`src/rtl/imem_loader.sv`:
```
// imem_loader: boot-time instruction memory writer.
// Packs a valid/ready byte stream little-endian into 32-bit words and writes
// them at word-aligned addresses from 0 upward, holding the core in reset
// until the whole image is written.
// Optional feature macro: IMEM_LOADER_CHECKSUM_EN (running sum of written words).
module imem_loader #(
    parameter int unsigned HEIGHT = 256
) (
    input  logic        i_Clk,
    input  logic        i_Rst_n,
    input  logic        i_Start,
    input  logic [31:0] i_Length,
    input  logic [7:0]  i_Byte,
    input  logic        i_Byte_Valid,
    output logic        o_Byte_Ready,
    output logic        o_Wr_En,
    output logic [31:0] o_Wr_Addr,
    output logic [31:0] o_Wr_Data,
    output logic        o_Busy,
    output logic        o_Done,
    output logic        o_Core_Rst_n,
    output logic [31:0] o_Checksum
);

    localparam logic [1:0] ST_IDLE  = 2'd0;
    localparam logic [1:0] ST_LOAD  = 2'd1;
    localparam logic [1:0] ST_WRITE = 2'd2;
    localparam logic [1:0] ST_DONE  = 2'd3;

    localparam logic [31:0] HEIGHT_W = 32'(HEIGHT);

    logic [1:0]  state;
    logic [31:0] byte_cnt;
    logic [31:0] eff_len;
    logic [31:0] wr_addr;
    logic [31:0] word_buf;
    logic [1:0]  lane;

    logic [31:0] start_len;
    logic        start_ok;
    logic        last_byte;

    // Clamped length, start qualification and word-complete detection
    always_comb begin
        start_len = (i_Length > HEIGHT_W) ? HEIGHT_W : i_Length;
        start_ok  = i_Start && ((state == ST_IDLE) || (state == ST_DONE));
        last_byte = (lane == 2'd3) || ((byte_cnt + 32'd1) == eff_len);
    end

    // Main load sequencer: byte packing, word write pacing and address stepping
    always_ff @(posedge i_Clk) begin
        if (!i_Rst_n) begin
            state    <= ST_IDLE;
            byte_cnt <= '0;
            eff_len  <= '0;
            wr_addr  <= '0;
            word_buf <= '0;
            lane     <= '0;
        end else begin
            case (state)
                ST_IDLE, ST_DONE: begin
                    if (start_ok) begin
                        byte_cnt <= '0;
                        eff_len  <= start_len;
                        wr_addr  <= '0;
                        word_buf <= '0;
                        lane     <= '0;
                        state    <= (start_len == '0) ? ST_DONE : ST_LOAD;
                    end
                end
                ST_LOAD: begin
                    // Ready is unconditionally high in LOAD, so valid alone accepts
                    if (i_Byte_Valid) begin
                        word_buf[{lane, 3'b000} +: 8] <= i_Byte;
                        lane     <= lane + 2'd1;
                        byte_cnt <= byte_cnt + 32'd1;
                        if (last_byte) begin
                            state <= ST_WRITE;
                        end
                    end
                end
                ST_WRITE: begin
                    wr_addr  <= wr_addr + 32'd4;
                    word_buf <= '0;
                    lane     <= '0;
                    state    <= (byte_cnt == eff_len) ? ST_DONE : ST_LOAD;
                end
                default: state <= ST_IDLE;
            endcase
        end
    end

`ifdef IMEM_LOADER_CHECKSUM_EN
    logic [31:0] checksum;

    // Running sum of every written word, restarted by reset or an accepted start
    always_ff @(posedge i_Clk) begin
        if (!i_Rst_n) begin
            checksum <= '0;
        end else if (start_ok) begin
            checksum <= '0;
        end else if (state == ST_WRITE) begin
            checksum <= checksum + word_buf;
        end
    end

    assign o_Checksum = checksum;
`else
    assign o_Checksum = '0;
`endif

    // Outputs decoded from state and registers only
    always_comb begin
        o_Byte_Ready = (state == ST_LOAD);
        o_Wr_En      = (state == ST_WRITE);
        o_Wr_Addr    = wr_addr;
        o_Wr_Data    = word_buf;
        o_Busy       = (state == ST_LOAD) || (state == ST_WRITE);
        o_Done       = (state == ST_DONE);
        o_Core_Rst_n = (state == ST_DONE);
    end

endmodule

```
`config.mk`:
```
export PLATFORM = sky130hd
export DESIGN_NAME = imem_loader
export DESIGN_NICKNAME = d
export VERILOG_FILES = /design/src/rtl/imem_loader.sv
export SDC_FILE = /design/constraint.sdc
export NUM_CORES = 1
export LEC_CHECK = 0
export CAP_MARGIN = 10
export CELL_PAD_IN_SITES_DETAIL_PLACEMENT = 0
export CELL_PAD_IN_SITES_GLOBAL_PLACEMENT = 2
export CORE_UTILIZATION = 32
export DETAILED_ROUTE_END_ITERATION = 7
export GPL_TIMING_DRIVEN = 0
export PLACE_DENSITY_LB_ADDON = 0.08
export RECOVER_POWER = 100
export SLEW_MARGIN = 30
export SYNTH_ARGS = -nofsm -noshare
export SYNTH_HDL_FRONTEND = slang
export SYNTH_SLANG_ARGS = --single-unit
```
`constraint.sdc`:
```
create_clock -name i_Clk -period 4.35 [get_ports i_Clk]
set_input_delay 0.87 -clock i_Clk [delete_from_list [all_inputs] [get_ports i_Clk]]
set_output_delay 0.87 -clock i_Clk [all_outputs]
set_load 0.02 [all_outputs]
```
==> summary.txt, run 1 <==
IR Drop Worst-Case VDD = 278.2 uV
Synth Area per Inst = 8.182 um2
Clock Latency Late Sink = 0.43 ns
I/O pin cnt = 145
total global routing track utilization = 21.03%
routed wirelength normalized by instance count = 17.71 um
commonest register cell after synthesis = sky130_fd_sc_hd__dfxtp_1
Power, Total = 0.003589 W
clock root buffer = sky130_fd_sc_hd__clkbuf_16
post-route fraction of the period consumed by the critical path = 77.64%
fmax = 296.1 MHz
Register-to-Register Path Depth = 10
final global-route overflow total = 0
launching element of the worst setup path = i_Start
Worst Setup Path Type = in -> reg
most frequent cells in the layout = sky130_fd_sc_hd__dfxtp_1, sky130_fd_sc_hd__nor2_1, sky130_fd_sc_hd__dlygate4sd3_1
H-Tree Level Count = 4
post-route antenna net violation count = 0
Area Overhead vs Synth = 31.45%
status = complete, no violations
net total in the final layout = 1,048
vias in the first global route = 5,942
TritonCTS clock tree = yes
count of warnings emitted by yosys = 0
terminus of the critical flop-to-flop path = state[1]$_SDFFE_PN0P_
detailed-placement wirelength estimate = 16.66 mm
leakage power figure = 3.619 nW
Critical Path AT = 3.73 ns
number of gates resized after cts = 0
commonest non-fill, non-tap cell in the layout = sky130_fd_sc_hd__dfxtp_1
height of the die = 147.9 um
Remaining DRCs = 0
Core Box Area = 0.02056 mm2
pwr dens = 401.1 mW/mm2
global-route wire length before repair = 34.75 mm
Setup Slack @ Placement = 0.5955 ns
Port Buf Inserts = 110
Antenna Diode Count = 0
filler cell count = 2,118
average via count per standard cell = 5.005
number of register bits inferred by synthesis = 130
total of hold buffers inserted after clock tree synthesis = 0
number of antenna violations at the first check in global routing = 0
critical path peak fanout = 10
Starting Density = 33.11%
post-CTS repair timing setup buffer count = 0
Slew Limit Fails = 0
max-cap viol count = 0
fraction of layout instances using a drive strength above 1 = 9.037%
slew margin rel. = 5.842%
CTS Buffer Depth = 2
path category of the worst min-delay check = reg -> reg
worst clock skew on the final layout = 0.01051 ns
Chip Width = 147.9 um
number of clock buffers inserted by TritonCTS = 17
post-synth cell types = 62
Cells after Synth = 832
RSZ-0062 raised after global routing = false
number of enable-type register cells in the synthesized netlist = 0
Die ar. = 0.02186 mm2
r2r setup slk = 0.99 ns
crit path capture type = flip-flop
drt pass-1 iters = 5
number of cell rows = 52
sequential cell area in the final layout = 0.002603 mm2
setup_tns = 0 ns
final worst-path setup slack = 0.9728 ns
Reg-to-Reg Start = byte_cnt[0]$_SDFFE_PN0P_
Post-Synthesis Cell Area = 0.006808 mm2
post-detailed-routing wire length = 22.61 mm
Period minus WS final = 3.377 ns
initial detailed-routing violation count = 521
capturing instance or port of the critical path = byte_cnt[25]$_SDFFE_PN0P_
clock slew at reported path FFs = 0.06 ns
Hold Vio Cnt, Final = 0
combined area of the multi-input logic cells = 0.003814 mm2
number of failing setup endpoints in the final timing report = 0
total via count after detailed routing = 6,391
Data required, critical path = 4.70 ns
routability cong. = 0.8809
startpoint type of the worst setup path = input port
sink count of the clock tree = 130
pin count of the biggest net entering global routing = 17
hold wc startpoint = o_Wr_Data[2]$_SDFFE_PN0P_
Worst Max-Slew Pin Slew = 1.398 ns
async set-reset flop share out of synthesis = 0%
fraction of the yosys area taken by sequential cells = 38.23%
worst min path at each step:
stage / to / slack (ns) / cells after the start
after floorplan: lane[1]$_SDFFE_PN0P_ / 0.46 / 2
after global placement: o_Wr_Data[1]$_SDFFE_PN0P_ / 0.44 / 2
after detailed placement: o_Wr_Data[1]$_SDFFE_PN0P_ / 0.44 / 2
after CTS: o_Wr_Data[2]$_SDFFE_PN0P_ / 0.46 / 2
after global routing: o_Wr_Data[1]$_SDFFE_PN0P_ / 0.47 / 2
final: o_Wr_Data[2]$_SDFFE_PN0P_ / 0.45 / 2
layout make-up:
class	count	area share (%)
Buffer	84	5.145
Sequential cell	130	29.08
Clock inverter	14	1.692
Timing Repair Buffer	110	12.30
Tap cell	270	3.775
Clock buffer	18	4.796
Inverter	14	0.5872
Multi-Input combinational cell	637	42.62
stage by stage:
step                      utilization (%)  instances  hold WS (ns)  cell area (um2)
final                               43.52       1277        0.4548             8949
after floorplan                         -        865        0.4648             6932
after detailed placement            40.79       1245        0.4446             8387
after CTS                           43.62       1277        0.4603             8967
after global placement              40.71       1245        0.4382             8371
after global routing                43.52       1277        0.4726             8949
worst max-delay path: stages:
cell,delay (ns)
sky130_fd_sc_hd__clkdlybuf4s50_1,0.51
sky130_fd_sc_hd__nand2b_1,0.26
sky130_fd_sc_hd__o21a_1,0.16
sky130_fd_sc_hd__clkbuf_1,0.36
sky130_fd_sc_hd__nand2_1,0.37
sky130_fd_sc_hd__nor2_1,0.22
sky130_fd_sc_hd__and3_1,0.27
sky130_fd_sc_hd__nand2_1,0.14
sky130_fd_sc_hd__or4_1,0.42
sky130_fd_sc_hd__a21oi_1,0.14
synth_stat cells, types with 4 or more instances:
cell                         n  share of area [%]
sky130_fd_sc_hd__a21oi_1    51                3.7
sky130_fd_sc_hd__buf_2      10               0.74
sky130_fd_sc_hd__dfxtp_1   130                 38
sky130_fd_sc_hd__nor3_1     18                1.3
sky130_fd_sc_hd__o21a_1      5               0.55
sky130_fd_sc_hd__nand2_1    64                3.5
sky130_fd_sc_hd__ha_1       10                1.8
sky130_fd_sc_hd__mux2i_1     4               0.59
sky130_fd_sc_hd__nor4_1     16                1.5
sky130_fd_sc_hd__nor2_1    104                5.7
sky130_fd_sc_hd__clkbuf_1   37                2.0
sky130_fd_sc_hd__and2_1      5               0.46
sky130_fd_sc_hd__buf_4      35                3.9
sky130_fd_sc_hd__xor2_1     38                4.9
sky130_fd_sc_hd__xnor2_1    39                5.0
sky130_fd_sc_hd__and4_1     12                1.5
sky130_fd_sc_hd__o21ai_1     5               0.37
sky130_fd_sc_hd__a31oi_1     5               0.46
sky130_fd_sc_hd__nand4_1    22                2.0
sky130_fd_sc_hd__o21ai_0    35                2.6
sky130_fd_sc_hd__and3_1     36                3.3
sky130_fd_sc_hd__inv_1      14               0.77
sky130_fd_sc_hd__a311oi_1    5               0.64
sky130_fd_sc_hd__a22oi_1    34                3.7
sky130_fd_sc_hd__or3_1      13                1.2
sky130_fd_sc_hd__nand3_1    32                2.4
per-layer routing:
metal / routed length, um / track usage [%]
met1: 10710 / 28.76
met2: 10400 / 33.35
met3: 1116 / 4.043
met4: 383 / 6.289
met5: 0 / 0
registers in the layout (all words and copies together) (netlist names):
register and cells:
byte_cnt 32, o_Wr_Data 32, eff_len 32, lane 2, state 2, o_Wr_Addr 30
cells by family after synthesis:
logic type / after synthesis / synth area share (%)
AO/OA/AOI/OAI: 159 / 14.54
XOR/XNOR: 77 / 9.906
adder cells (fa/ha/maj): 11 / 1.985
buffers and inverters: 98 / 7.535
flip-flops: 130 / 38.23
multiplexers: 4 / 0.5882
other: 1 / 0.05508
AND/OR/NAND/NOR: 352 / 27.16
power breakdown:
part | total (W) | internal [W] | leakage, nW | switching (W)
clock network | 0.00143 | 0.000849 | 0.281 | 0.000578
registers | 0.00124 | 0.00122 | 1.05 | 0.0000287
logic | 0.000918 | 0.000246 | 2.29 | 0.000673
(Power assumes the default switching activity.)
==> inputs of run 2 (changes only) <==
--- a/config.mk
+++ b/config.mk
@@ -8,7 +8,7 @@
 export CAP_MARGIN = 10
 export CELL_PAD_IN_SITES_DETAIL_PLACEMENT = 0
 export CELL_PAD_IN_SITES_GLOBAL_PLACEMENT = 2
-export CORE_UTILIZATION = 32
+export CORE_UTILIZATION = 30
 export DETAILED_ROUTE_END_ITERATION = 7
 export GPL_TIMING_DRIVEN = 0
 export PLACE_DENSITY_LB_ADDON = 0.08
==> constraint.sdc (replaced) <==
create_clock -name i_Clk -period 3.15 [get_ports i_Clk]
set_input_delay 0.63 -clock i_Clk [delete_from_list [all_inputs] [get_ports i_Clk]]
set_output_delay 0.63 -clock i_Clk [all_outputs]
set_load 0.02 [all_outputs]
==> run 2 against run 1 <==
- non-clock buffer count down 2
- clock skew shrank 0.0030 ns
- critical endpoint is now state[1]$_SDFFE_PN0P_
- utilization fell by 2.3 points
- the run now ends with DRC left
- critical path type is now reg -> reg
==> summary.txt, run 2 (same netlist as run 1, synthesis figures left out) <==
critical path peak fanout = 8
clock root buffer = sky130_fd_sc_hd__clkbuf_16
worst clock skew on the final layout = 0.007527 ns
Slew Limit Fails = 0
portion of total power attributed to sequential cells = 33.4%
fraction of layout instances using a drive strength above 1 = 10.35%
height of the die = 152.6 um
IR Drop Worst-Case VDD = 380.9 uV
vias in the first global route = 5,947
slew margin rel. = 39.69%
routability cong. = 0.8139
final hold slack = 0.4548 ns
failing checks = DRC
pin count of the biggest net entering global routing = 17
Port Buf Inserts = 110
total global routing track utilization = 19.85%
H-Tree Level Count = 4
hold wc startpoint = o_Wr_Data[4]$_SDFFE_PN0P_
combinational fraction of design power = 25.1%
switching part of the total power = 35.37%
Area Overhead vs Synth = 33.38%
leakage power figure = 3.690 nW
launching element of the worst setup path = byte_cnt[19]$_SDFFE_PN0P_
Die ar. = 0.02330 mm2
commonest non-fill, non-tap cell in the layout = sky130_fd_sc_hd__dfxtp_1
Period minus WS final = 2.963 ns
detailed-placement wirelength estimate = 16.79 mm
post-route antenna net violation count = 0
Core Box Area = 0.02203 mm2
part of the power in the clock network = 41.5%
Power, Total = 0.005146 W
post-route fraction of the period consumed by the critical path = 94.05%
initial detailed-routing violation count = 444
Critical Path AT = 3.32 ns
average via count per standard cell = 4.959
Chip Width = 152.6 um
Data required, critical path = 3.51 ns
I/O pin cnt = 145
routed wirelength normalized by instance count = 17.75 um
max-cap viol count = 0
number of cell rows = 54
drt pass-1 iters = 8
Remaining DRCs = 8
Starting Density = 30.91%
clock slew at reported path FFs = 0.06 ns
number of clock buffers inserted by TritonCTS = 17
post-detailed-routing wire length = 22.81 mm
path category of the worst min-delay check = reg -> reg
RSZ-0062 raised after global routing = false
number of failing setup endpoints in the final timing report = 0
final global-route overflow total = 0
fmax = 337.5 MHz
Hold Vio Cnt, Final = 0
global-route wire length before repair = 35.53 mm
Worst Max-Slew Pin Slew = 0.8952 ns
placed standard-cell area = 0.008399 mm2
area of all placed cells without fillers = 0.009080 mm2
startpoint type of the worst setup path = flip-flop
Clock Latency Late Sink = 0.43 ns
Antenna Diode Count = 0
Reg-to-Reg Start = byte_cnt[19]$_SDFFE_PN0P_
number of antenna violations at the first check in global routing = 0
TritonCTS clock tree = yes
CTS Buffer Depth = 2
status = finished, violations left
sink count of the clock tree = 130
most frequent cells in the layout = sky130_fd_sc_hd__dfxtp_1, sky130_fd_sc_hd__nor2_1, sky130_fd_sc_hd__dlygate4sd3_1
net total in the final layout = 1,046
filler cell count = 2,256
switching power summed over all nets = 0.001820 W
cell internal power dissipation = 0.003326 W
crit path capture type = flip-flop
Worst Setup Path Type = reg -> reg
total of hold buffers inserted after clock tree synthesis = 0
total via count after detailed routing = 6,372
pwr dens = 566.7 mW/mm2
==> run 2: changes by cell type in the layout (fill, tap and decap cells not counted), sizes merged <==
cell | previous run | this run
inv | 18 | 22
clkdlybuf4s50 | 41 | 40
clkinvlp | 2 | 1
clkbuf | 56 | 54
bufinv | 2 | 3
clkinv | 6 | 2
dlygate4sd3 | 69 | 70
==> run 2: critical path: stages (launching register included) <==
cell,delay [ns]
sky130_fd_sc_hd__dfxtp_1,0.31
sky130_fd_sc_hd__clkbuf_1,0.39
sky130_fd_sc_hd__nand4_1,0.38
sky130_fd_sc_hd__nor3_1,0.52
sky130_fd_sc_hd__nand4_1,0.31
sky130_fd_sc_hd__xor2_1,0.23
sky130_fd_sc_hd__o21bai_1,0.08
sky130_fd_sc_hd__and4b_1,0.22
sky130_fd_sc_hd__a41oi_2,0.24
sky130_fd_sc_hd__mux2i_1,0.21
==> run 2: per-layer routing <==
layer	share of wire (%)	track usage [%]
met1	48	27.05
met2	46	31.76
met3	4.6	3.726
met4	1.3	5.724
met5	0	0
==> run 2: per-stage QoR <==
step	TNS, ns	std cells	utilization (%)	worst slack, ns
floorplan	0	865	-	0.5495
global placement	-21.98	1255	38.06	-0.8102
detailed placement	-14.96	1255	38.13	-0.4279
CTS	0	1286	41.02	0.004288
global route	0	1285	41.22	0.02724
finish	0	1285	41.22	0.1874
==> run 2: repair_timing <==
item | 4_1_cts | 5_1_grt
pin swaps | 0 | 2
setup buffers | 0 | 0
resized for setup | 4 | 10
endpoints found under the setup margin | 42 | 45
==> run 2: cell type report <==
cell class | count | area (um2) | share of cell area [%]
Clock inverter | 14 | 187.7 | 2.067
Timing Repair Buffer | 110 | 1101 | 12.13
Sequential cell | 130 | 2604 | 28.68
Multi-Input combinational cell | 637 | 3890 | 42.84
Tap cell | 280 | 350.3 | 3.858
Buffer | 82 | 455.4 | 5.016
Inverter | 14 | 52.55 | 0.5788
Clock buffer | 18 | 439.2 | 4.837
==> run 2: path summary, 6_finish.rpt <==
kind | end | slack [ns] | cells past startpoint
setup / recovery | state[1]$_SDFFE_PN0P_ | 0.19 | 9
hold / removal | o_Wr_Data[4]$_SDFFE_PN0P_ | 0.45 | 2
setup reg to reg | state[1]$_SDFFE_PN0P_ | 0.19 | 9
hold reg to reg | o_Wr_Data[4]$_SDFFE_PN0P_ | 0.45 | 2
==> run 2: power groups by stage <==
stage	registers, W	clock network, W	logic (W)
global route	0.00173	0.00227	0.00141
detailed placement	0.00175	0	0.00129
finish	0.00172	0.00214	0.00129
floorplan	0.00176	0	0.000724
CTS	0.00172	0.00218	0.00131
global placement	0.00175	0	0.00128
==> inputs of run 3 (changes only) <==
--- a/config.mk
+++ b/config.mk
@@ -9,6 +9,7 @@
 export CELL_PAD_IN_SITES_DETAIL_PLACEMENT = 0
 export CELL_PAD_IN_SITES_GLOBAL_PLACEMENT = 2
 export CORE_UTILIZATION = 30
+export CTS_CLUSTER_SIZE = 28
 export DETAILED_ROUTE_END_ITERATION = 7
 export GPL_TIMING_DRIVEN = 0
 export PLACE_DENSITY_LB_ADDON = 0.08
@@ -17,3 +18,4 @@
 export SYNTH_ARGS = -nofsm -noshare
 export SYNTH_HDL_FRONTEND = slang
 export SYNTH_SLANG_ARGS = --single-unit
+export TNS_END_PERCENT = 5
==> results of run 3 <==
The final DEF is identical to that of run 2; final timing and power are the same.
